==> src/rtl/thr_monitor.sv <==
// Threshold monitor: registered sample-vs-threshold compare, run/alarm FSM, sample statistics (min/max under THR_MONITOR_MINMAX_EN).
// Latency: compare flags, run_cnt, alarm and statistics reflect a sample one cycle after it is presented.
// Backpressure: none, always ready; a sample presented together with clr is dropped.
module thr_monitor #(
    parameter int ALARM_LEN = 3
) (
    input  logic       clk,
    input  logic       rst,
    input  logic       clr,
    input  logic       thr_load,
    input  logic [3:0] thr_data,
    input  logic       in_valid,
    input  logic [3:0] in_data,
    output logic       out_valid,
    output logic       eq,
    output logic       lt,
    output logic       gt,
    output logic       alarm,
    output logic [2:0] run_cnt,
    output logic [3:0] min_val,
    output logic [3:0] max_val,
    output logic [7:0] sample_cnt
);

    localparam logic [2:0] ALEN = 3'(ALARM_LEN);

    typedef enum logic [1:0] {IDLE, TRACK, ALARM} state_t;

    state_t     state;
    state_t     state_nxt;
    logic [3:0] thr;
    logic       accept;
    logic       s_gt;
    logic       s_lt;
    logic [2:0] run_nxt;

    assign accept = in_valid & ~clr;
    // Compare uses the threshold held before any same-cycle thr_load.
    assign s_gt   = in_data > thr;
    assign s_lt   = in_data < thr;
    assign alarm  = (state == ALARM);

    always_comb begin
        run_nxt = run_cnt;
        if (accept) begin
            if (!s_gt) begin
                run_nxt = 3'd0;
            end else if (run_cnt != ALEN) begin
                run_nxt = run_cnt + 3'd1;
            end
        end
    end

    always_comb begin
        state_nxt = state;
        if (clr) begin
            state_nxt = IDLE;
        end else if (accept) begin
            case (state)
                IDLE, TRACK: state_nxt = (run_nxt == ALEN) ? ALARM : TRACK;
                // Equal samples keep the alarm up; only a below-threshold sample drops it.
                ALARM:       if (s_lt) state_nxt = TRACK;
                default:     state_nxt = IDLE;
            endcase
        end
    end

    always_ff @(posedge clk) begin
        if (rst) begin
            state <= IDLE;
        end else begin
            state <= state_nxt;
        end
    end

    always_ff @(posedge clk) begin
        if (rst) begin
            thr        <= 4'd0;
            out_valid  <= 1'b0;
            eq         <= 1'b0;
            lt         <= 1'b0;
            gt         <= 1'b0;
            run_cnt    <= 3'd0;
            sample_cnt <= 8'd0;
        end else begin
            if (thr_load) begin
                thr <= thr_data;
            end
            out_valid <= accept;
            if (accept) begin
                eq <= ~s_gt & ~s_lt;
                lt <= s_lt;
                gt <= s_gt;
            end
            run_cnt <= clr ? 3'd0 : run_nxt;
            if (clr) begin
                sample_cnt <= 8'd0;
            end else if (accept && sample_cnt != 8'hFF) begin
                sample_cnt <= sample_cnt + 8'd1;
            end
        end
    end

`ifdef THR_MONITOR_MINMAX_EN
    always_ff @(posedge clk) begin
        if (rst || clr) begin
            min_val <= 4'd0;
            max_val <= 4'd0;
        end else if (accept) begin
            // First sample after reset/clr seeds both extremes.
            if (state == IDLE || in_data < min_val) begin
                min_val <= in_data;
            end
            if (state == IDLE || in_data > max_val) begin
                max_val <= in_data;
            end
        end
    end
`else
    assign min_val = 4'd0;
    assign max_val = 4'd0;
`endif

endmodule

==> config.mk <==
export PLATFORM = sky130hd
export DESIGN_NAME = thr_monitor
export DESIGN_NICKNAME = d
export VERILOG_FILES = /design/src/rtl/thr_monitor.sv
export SDC_FILE = /design/constraint.sdc
export NUM_CORES = 1
export LEC_CHECK = 0
export ABC_CLOCK_PERIOD_IN_PS = 3110
export CAP_MARGIN = 20
export CORE_UTILIZATION = 47
export CTS_CLUSTER_SIZE = 25
export DETAILED_ROUTE_END_ITERATION = 8
export PLACE_DENSITY = 0.84
export SLEW_MARGIN = 20
export SYNTH_ARGS = -nofsm -noshare
export SYNTH_HDL_FRONTEND = slang
export SYNTH_SLANG_ARGS = --single-unit
==> constraint.sdc <==
create_clock -name clk -period 3.11 [get_ports clk]
set_input_delay 0.622 -clock clk [delete_from_list [all_inputs] [get_ports clk]]
set_output_delay 0.622 -clock clk [all_outputs]
set_load 0.005 [all_outputs]
# Word level (Yosys, flattened, before mapping)
# Cells that the tools add are included.
[totals] regBits=21 input_bits=13 output_inout_bits=24 word_cells=34
[classes] n_addsub=2 magnitude_cmp=2 eq_ne=6 mux=6 n_bitwise=5 reduce_logical=5
[op_table] op="3-bit two-way mux" count=3
[op_table] op="8-bit by 1-bit adder with 8-bit output, second input constant" count=1
[op_table] op="8-bit inequality test, second input constant" count=1
[op_table] op="4-bit > comparator" count=1
[op_table] op="4-bit < comparator" count=1
[op_table] op="2-bit two-way mux" count=2
[op_table] op="2-bit case mux with 2 select lines" count=1
[op_table] op="2-bit OR reduction" count=2
[op_table] op="3-bit by 1-bit adder with 3-bit output, second input constant" count=1
[op_table] op="3-bit by 2-bit equality test with 1-bit output, second input constant" count=1
[op_table] op="3-bit by 2-bit inequality test with 1-bit output, second input constant" count=1
[op_table] op="1-bit inverter" count=3
[op_table] op="1-bit AND" count=2
[op_table] op="2-bit by 1-bit equality test with 1-bit output, second input constant" count=1
[op_table] op="2-bit equality test, second input constant" count=1
[op_table] op="2-bit logical NOT" count=1
[op_table] op="2-bit by 1-bit inequality test with 1-bit output, second input constant" count=1
[op_table] op="2-bit AND reduction" count=1
[op_table] op="1-bit logical AND" count=1

# Longest topological paths before layout
# Gate-level depths: netlist of the first run.
[logic_depth] word_depth=7 mapped_depth=7

# Least setup slack after synthesis of the first run
# OpenSTA, ideal clock, no wires.
[synth_path] path_kind="input-to-reg" from="in in_data[1]" to="reg state[0]" setup_time_ns=0.122 arrival_ns=1.515 setup_slack_ns=1.474 stages=6 path_cell_list="ha_1 -> nor2b_1 -> o211ai_1 -> nand2_1 -> nor2_1 -> o311a_1"
[synth_via] elab_chain_len=6 word_cells_on_any_way=9 cone_classes="2 x order compare; 2 x eq/ne; 4 x mux; 1 x reduce/logical"
[synth_lines] item="start, declared" line="13" source="input logic [3:0] in_data,"
[synth_lines] item="4-bit > comparator" line="39" source="assign s_gt = in_data > thr;"
[synth_lines] item="3-bit two-way mux" line="46" source="if (!s_gt) begin"
[synth_lines] item="3-bit two-way mux" line="45" source="if (accept) begin"
[synth_lines] item="3-bit by 2-bit equality test with 1-bit output" line="60" source="IDLE, TRACK: state_nxt = (run_nxt == ALEN) ? ALARM : TRACK;"
[synth_lines] item="2-bit two-way mux" line="60"
[synth_lines] item="2-bit case mux with 2 select lines" line="59" source="case (state)"
[synth_lines] item="end signal, assigned" line="72" source="state <= state_nxt;"
[synth_lines] item="end, declared" line="29" source="state_t state;"
# Parallel ways exist; a longest one is shown, timed or not.
# A chain may end at the register's enable or synchronous reset.

# Worst setup path in the final report of the first run
[layout_path] from="reg state[1]" to="out alarm"
[layout_via] elab_chain_len=1
[layout_lines] item="2-bit equality test" line="41" source="assign alarm = (state == ALARM);"
[layout_lines] item="end, declared" line="18" source="output logic alarm,"
# Every way passes these cells.

==> impl_metrics.ini, run 1 <==
[route]
wirelength_um = 2160
routed-via-count = 900
first_iter_violations = 11
drcViolationCount = 0
routed_via_density = 5.23
wl_per_cell_um = 12.6
firstDrtPassIters = 4
antenna_left = 0

[setup_path]
critPathKind = reg2out
reg2reg_depth = 5
crit_path_max_fanout = 4
reg2reg_slack_ns = 1.55
r2r-end = state[0]
crit_required_ns = 2.49
end_kind = output pin
start_kind = register
critical_path_arrival_ns = 1.35
r2r-start = run_cnt[0]

[synthesis]
seq_area_frac_synth_pct = 39.3
syn_area_mm2 = 0.00107
synth-seq-cells = 21
synth_largest_area_cell = dfxtp_1
syn-instance-count = 119
async_reset_ff_share_pct = 0
synth_common_cells = dfxtp_1, nor2_1, buf_4, inv_1
ys_top_cells_by_area = dfxtp_1, ha_1, nor2_1
synth_edf_count = 0
yosysMostFrequentCell = dfxtp_1
synthFlopType = dfxtp_1
synth_cell_type_count = 34
syn_avg_cell_area_um2 = 9.00
synth_top_area_share_pct = 39.3
synth_warnings = 0

[timing]
finalHoldViolCount = 0
finalSetupViolCount = 0
max_freq_mhz = 507
period_share_pct = 63.4
hold_ws_ns = 0.465
maxSlewViolCount = 0
fin_crit_ns = 1.97
tns_ns = 0
timing.clock.skew_ns = 0.00388
rsz0062_at_grt = no

[die]
die_w_um = 49.7
dieArea_mm2 = 0.00247
io_pins = 37
initial_core_util_pct = 52.5
fp.coreArea_mm2 = 0.00204
chipHeight_um = 49.7
num_rows = 16

[finish]
n_antenna_cell = 0
layout-drive-gt1-share_pct = 6.90
finalNetCount = 165
final_cell_count_no_fill = 172
synthToLayoutAreaGrowth_pct = 25.9
fill_cells = 183

[placed_design]
io_buffers = 28
placed_cells = 168
place_hpwl_um = 1670
routabilityCongestion = 0.845

[power_and_ir_drop]
pwr-share-clk_pct = 27.3
pwr-share-seq_pct = 58.4
p_leak_nw = 0.540
p_int_mw = 0.362
power_switching_share_pct = 24.6
switchingPower_mw = 0.118
p_per_area_mw_per_mm2 = 356
pwr-share-comb_pct = 14.3
vdd_ir_drop_max_v = 0.000283

[run]
max-cap-violations = 0

[global_routing]
grt_max_degree = 13
track_usage_pct = 19.8
busiest_layer = met2
grt_pass1_vias = 914
met2_usage_pct = 36.3
gr-usage-met1_pct = 22.1
grtUsageMet3_pct = 3.40
grt_overflow = 0
grt_pass1_wl_um = 3790
grt_antenna_before_repair = 0

[clocking]
clk_path_buf_depth = 2
cts_sinks = 21
clkTransAtPathRegs_ns = 0.11
clock_latency_ns = 0.30
cts_inserted_buffers = 3
cts_tree = done
root_buffer = clkbuf_4
htreeDepth = 1
cts_hold_repair.buffers = 0
ctsResizeCount = 0
post_cts_buffers = 0

[worst_hold_path]
hold_class = reg2reg
hold_start = lt
min_to = lt
hold_depth = 2

[outcome]
status = finished, final reports clean
==> cell families (layout without fill, tap and decap cells) <==
logic type | Yosys count | count (layout) | synth area share (%)
flops | 21 | 21 | 39.3
fa+ha+maj | 6 | 6 | 7.01
buf+inv | 20 | 39 | 10.7
compound gates | 15 | 15 | 11.1
other cells | 1 | 8 | 0.350
xor+xnor | 7 | 7 | 5.72
simple gates | 44 | 44 | 21.1
mux | 5 | 5 | 4.67
==> registers in the layout (all words and copies together), names as in the netlist <==
signal,count
eq,1
gt,1
lt,1
out_valid,1
run_cnt,3
sample_cnt,8
state,2
thr,4
==> area by class of cell <==
cell class | count | area, um2 | area share [%]
Inverter | 7 | 26.3 | 1.95
Timing Repair Buffer | 28 | 280 | 20.8
Multi-Input combinational cell | 85 | 562 | 41.7
Clock buffer | 4 | 26.3 | 1.95
Tap cell | 27 | 33.8 | 2.50
Sequential cell | 21 | 420 | 31.2
==> critical path, stage by stage (launching register included) <==
cell	delay, ns
dfxtp_1	0.39
nor2b_1	0.15
clkdlybuf4s50_1	0.51
==> routing by layer <==
| metal | share of wire (%) | wire [um] |
|---|---|---|
| met1 | 44 | 949 |
| met2 | 50 | 1080 |
| met4 | 1.3 | 28 |
| met3 | 4.9 | 106 |
| met5 | 0 | 0 |
==> power groups by stage <==
| stage | Sequential (mW) | Clock (mW) | Combinational [mW] |
|---|---|---|---|
| after floorplan | 0.286 | 0 | 0.0477 |
| after global placement | 0.286 | 0 | 0.0658 |
| after detailed placement | 0.287 | 0 | 0.0688 |
| after CTS | 0.280 | 0.133 | 0.0691 |
| after global routing | 0.282 | 0.143 | 0.0760 |
| final | 0.280 | 0.131 | 0.0685 |
==> how the worst max path moves through the flow <==
| stage | endpoint | from | slack [ns] | depth (start not counted) |
|---|---|---|---|---|
| global route | alarm | state[1] | 1.07 | 2 |
| global placement | state[0] | in_data[1] | 0.99 | 7 |
| floorplan | state[0] | in_data[1] | 1.47 | 6 |
| finish | alarm | state[1] | 1.14 | 2 |
| CTS | alarm | state[1] | 1.13 | 2 |
| detailed placement | run_cnt[2] | in_data[1] | 0.95 | 7 |
==> stage by stage <==
step | util, % | cell area (um2) | worst slack, ns | power (mW)
after floorplan | - | 1100 | 1.47 | 0.334
after global placement | 64.8 | 1320 | 0.995 | 0.352
after detailed placement | 64.8 | 1320 | 0.954 | 0.355
after CTS | 66.1 | 1350 | 1.13 | 0.482
after global routing | 66.1 | 1350 | 1.07 | 0.501
final | 66.1 | 1350 | 1.14 | 0.480
==> layout by cell type (no fill, tap or decap), types with 2 or more instances in the layout <==
| cell | instances |
|---|---|
| nand2_1 | 6 |
| ha_1 | 6 |
| mux2i_1 | 5 |
| nor2_1 | 20 |
| conb_1 | 8 |
| clkbuf_4 | 3 |
| a21oi_1 | 5 |
| a211oi_1 | 2 |
| inv_1 | 7 |
| xor2_1 | 6 |
| dfxtp_1 | 21 |
| clkdlybuf4s50_1 | 28 |
| nand3_1 | 2 |
| nor2b_1 | 2 |
| nand4_1 | 6 |
| and3_4 | 2 |
Note: power is estimated with default switching activity, not from simulation.
==> inputs of run 2 (changes only) <==
- ABC_CLOCK_PERIOD_IN_PS: 3110 -> 1830
- CORE_UTILIZATION: 47 -> 44
- PLACE_DENSITY: 0.84 -> 0.79
- clock period: 3.11 -> 1.83 ns (I/O delays scaled with it)
==> run 2 against run 1 <==
Global-route usage fell by 0.70 points; first-iteration DRC count up 45%; final area rose by 1.9%; register-to-register slack got worse by 1.3 ns; sequential cell count unchanged; critical path type unchanged; largest cell class unchanged; highest routed layer unchanged.
==> impl_metrics.ini, run 2 (synthesis gave the netlist of run 1 again) <==
[clocking]
clk_path_buf_depth = 2
post_cts_buffers = 0
cts_hold_repair.buffers = 0
root_buffer = clkbuf_4
cts_inserted_buffers = 3
clock_latency_ns = 0.32
clkTransAtPathRegs_ns = 0.11
ctsResizeCount = 0
cts_tree = done
htreeDepth = 1
cts_sinks = 21

[outcome]
status = finished, final reports clean

[setup_path]
crit_required_ns = 1.46
start_kind = register
reg2reg_slack_ns = 0.25
critical_path_arrival_ns = 1.35
critPathKind = reg2out
end_kind = output pin
reg2reg_depth = 5
crit_path_max_fanout = 4

[route]
routed-via-count = 911
first_iter_violations = 16
drcViolationCount = 0
wirelength_um = 2150
routed_via_density = 5.18
antenna_left = 0
firstDrtPassIters = 4
wl_per_cell_um = 12.2

[timing]
finalSetupViolCount = 0
fin_crit_ns = 1.71
rsz0062_at_grt = no
max_freq_mhz = 583
maxSlewViolCount = 0
timing.clock.skew_ns = 0.00797
period_share_pct = 93.7
finalHoldViolCount = 0
final.setup.worst_slack_ns = 0.116

[finish]
reg.largest.list = sample_cnt (8), thr (4), run_cnt (3)
finalNetCount = 168
synthToLayoutAreaGrowth_pct = 28.3
layout-drive-gt1-share_pct = 9.46
final_common_cell = clkdlybuf4s50_1
most-common-layout-cells = clkdlybuf4s50_1, dfxtp_1, nor2_1
largest_reg_flops = 8
fill_cells = 208
final_cell_area_mm2 = 0.00137
regMostFlops = sample_cnt
n_antenna_cell = 0

[global_routing]
track_usage_pct = 19.1
grt_pass1_vias = 911
grt_max_degree = 13
grt_pass1_wl_um = 3730
grt_overflow = 0
grt_antenna_before_repair = 0

[power_and_ir_drop]
pwr-share-seq_pct = 57.6
p_int_mw = 0.616
power_switching_share_pct = 25.6
vdd_ir_drop_max_v = 0.000639
p_per_area_mw_per_mm2 = 603
switchingPower_mw = 0.212
pwr-share-comb_pct = 14.8
pwr-share-clk_pct = 27.6
p_leak_nw = 0.557

[placed_design]
dpl_cell_area_mm2 = 0.00135
place_hpwl_um = 1720
dp_slack_ns = -0.107
routabilityCongestion = 0.823
io_buffers = 28

[run]
max-cap-violations = 0

[die]
initial_core_util_pct = 47.5
io_pins = 37
fp.coreArea_mm2 = 0.00225
num_rows = 17
die_w_um = 51.3
dieArea_mm2 = 0.00264
chipHeight_um = 51.3

[worst_hold_path]
hold_depth = 2
hold_class = reg2reg
-- run 2: cell count changes in the layout (fill, tap and decap cells not counted) --
cell / change
buf_4: +3
clkbuf_1: -1
clkinv_2: +1
-- run 2: worst paths after layout --
path	endpoint	startpoint
max	alarm	state[1]
min	lt	lt
max reg2reg	state[1]	run_cnt[0]
min reg2reg	lt	lt
-- run 2: power by group through the flow --
stage                     registers [mW]  logic, mW  clock network (mW)
after floorplan                    0.486     0.0810                   0
after global placement             0.487      0.117                   0
after detailed placement           0.488      0.122                   0
after CTS                          0.477      0.123               0.238
after global routing               0.479      0.136               0.250
final                              0.477      0.122               0.229
-- run 2: worst max-delay path, cell delays in order, from the launching register on --
cell	delay, ns
dfxtp_1	0.39
nor2b_1	0.15
clkdlybuf4s50_1	0.50
-- run 2: area by class of cell --
class / instances / area, um2 / share of cell area [%]
Multi-Input combinational cell: 85 / 562 / 40.9
Sequential cell: 21 / 420 / 30.6
Timing Repair Buffer: 31 / 303 / 22.0
Tap cell: 28 / 35.0 / 2.55
Inverter: 7 / 26.3 / 1.91
Clock buffer: 3 / 22.5 / 1.64
Clock inverter: 1 / 5.00 / 0.364
-- run 2: per-layer routing --
layer | GRT usage (%) | up-vias | wire [um]
li1 | - | 452 | -
met1 | 21.6 | 421 | 947
met2 | 32.2 | 31 | 1020
met3 | 5.95 | 7 | 128
met4 | 9.46 | 0 | 58
met5 | 0 | - | 0
-- run 2: metrics by stage --
stage / TNS, ns / hold slack, ns / util (%) / total power, mW / cells
2_1_floorplan: 0 / 0.453 / - / 0.567 / 126
3_3_place_gp: -0.0608 / 0.450 / 59.7 / 0.603 / 172
3_5_place_dp: -0.474 / 0.450 / 59.7 / 0.610 / 172
4_1_cts: 0 / 0.467 / 60.9 / 0.838 / 176
5_1_grt: 0 / 0.493 / 60.9 / 0.865 / 176
6_report: 0 / 0.465 / 60.9 / 0.828 / 176
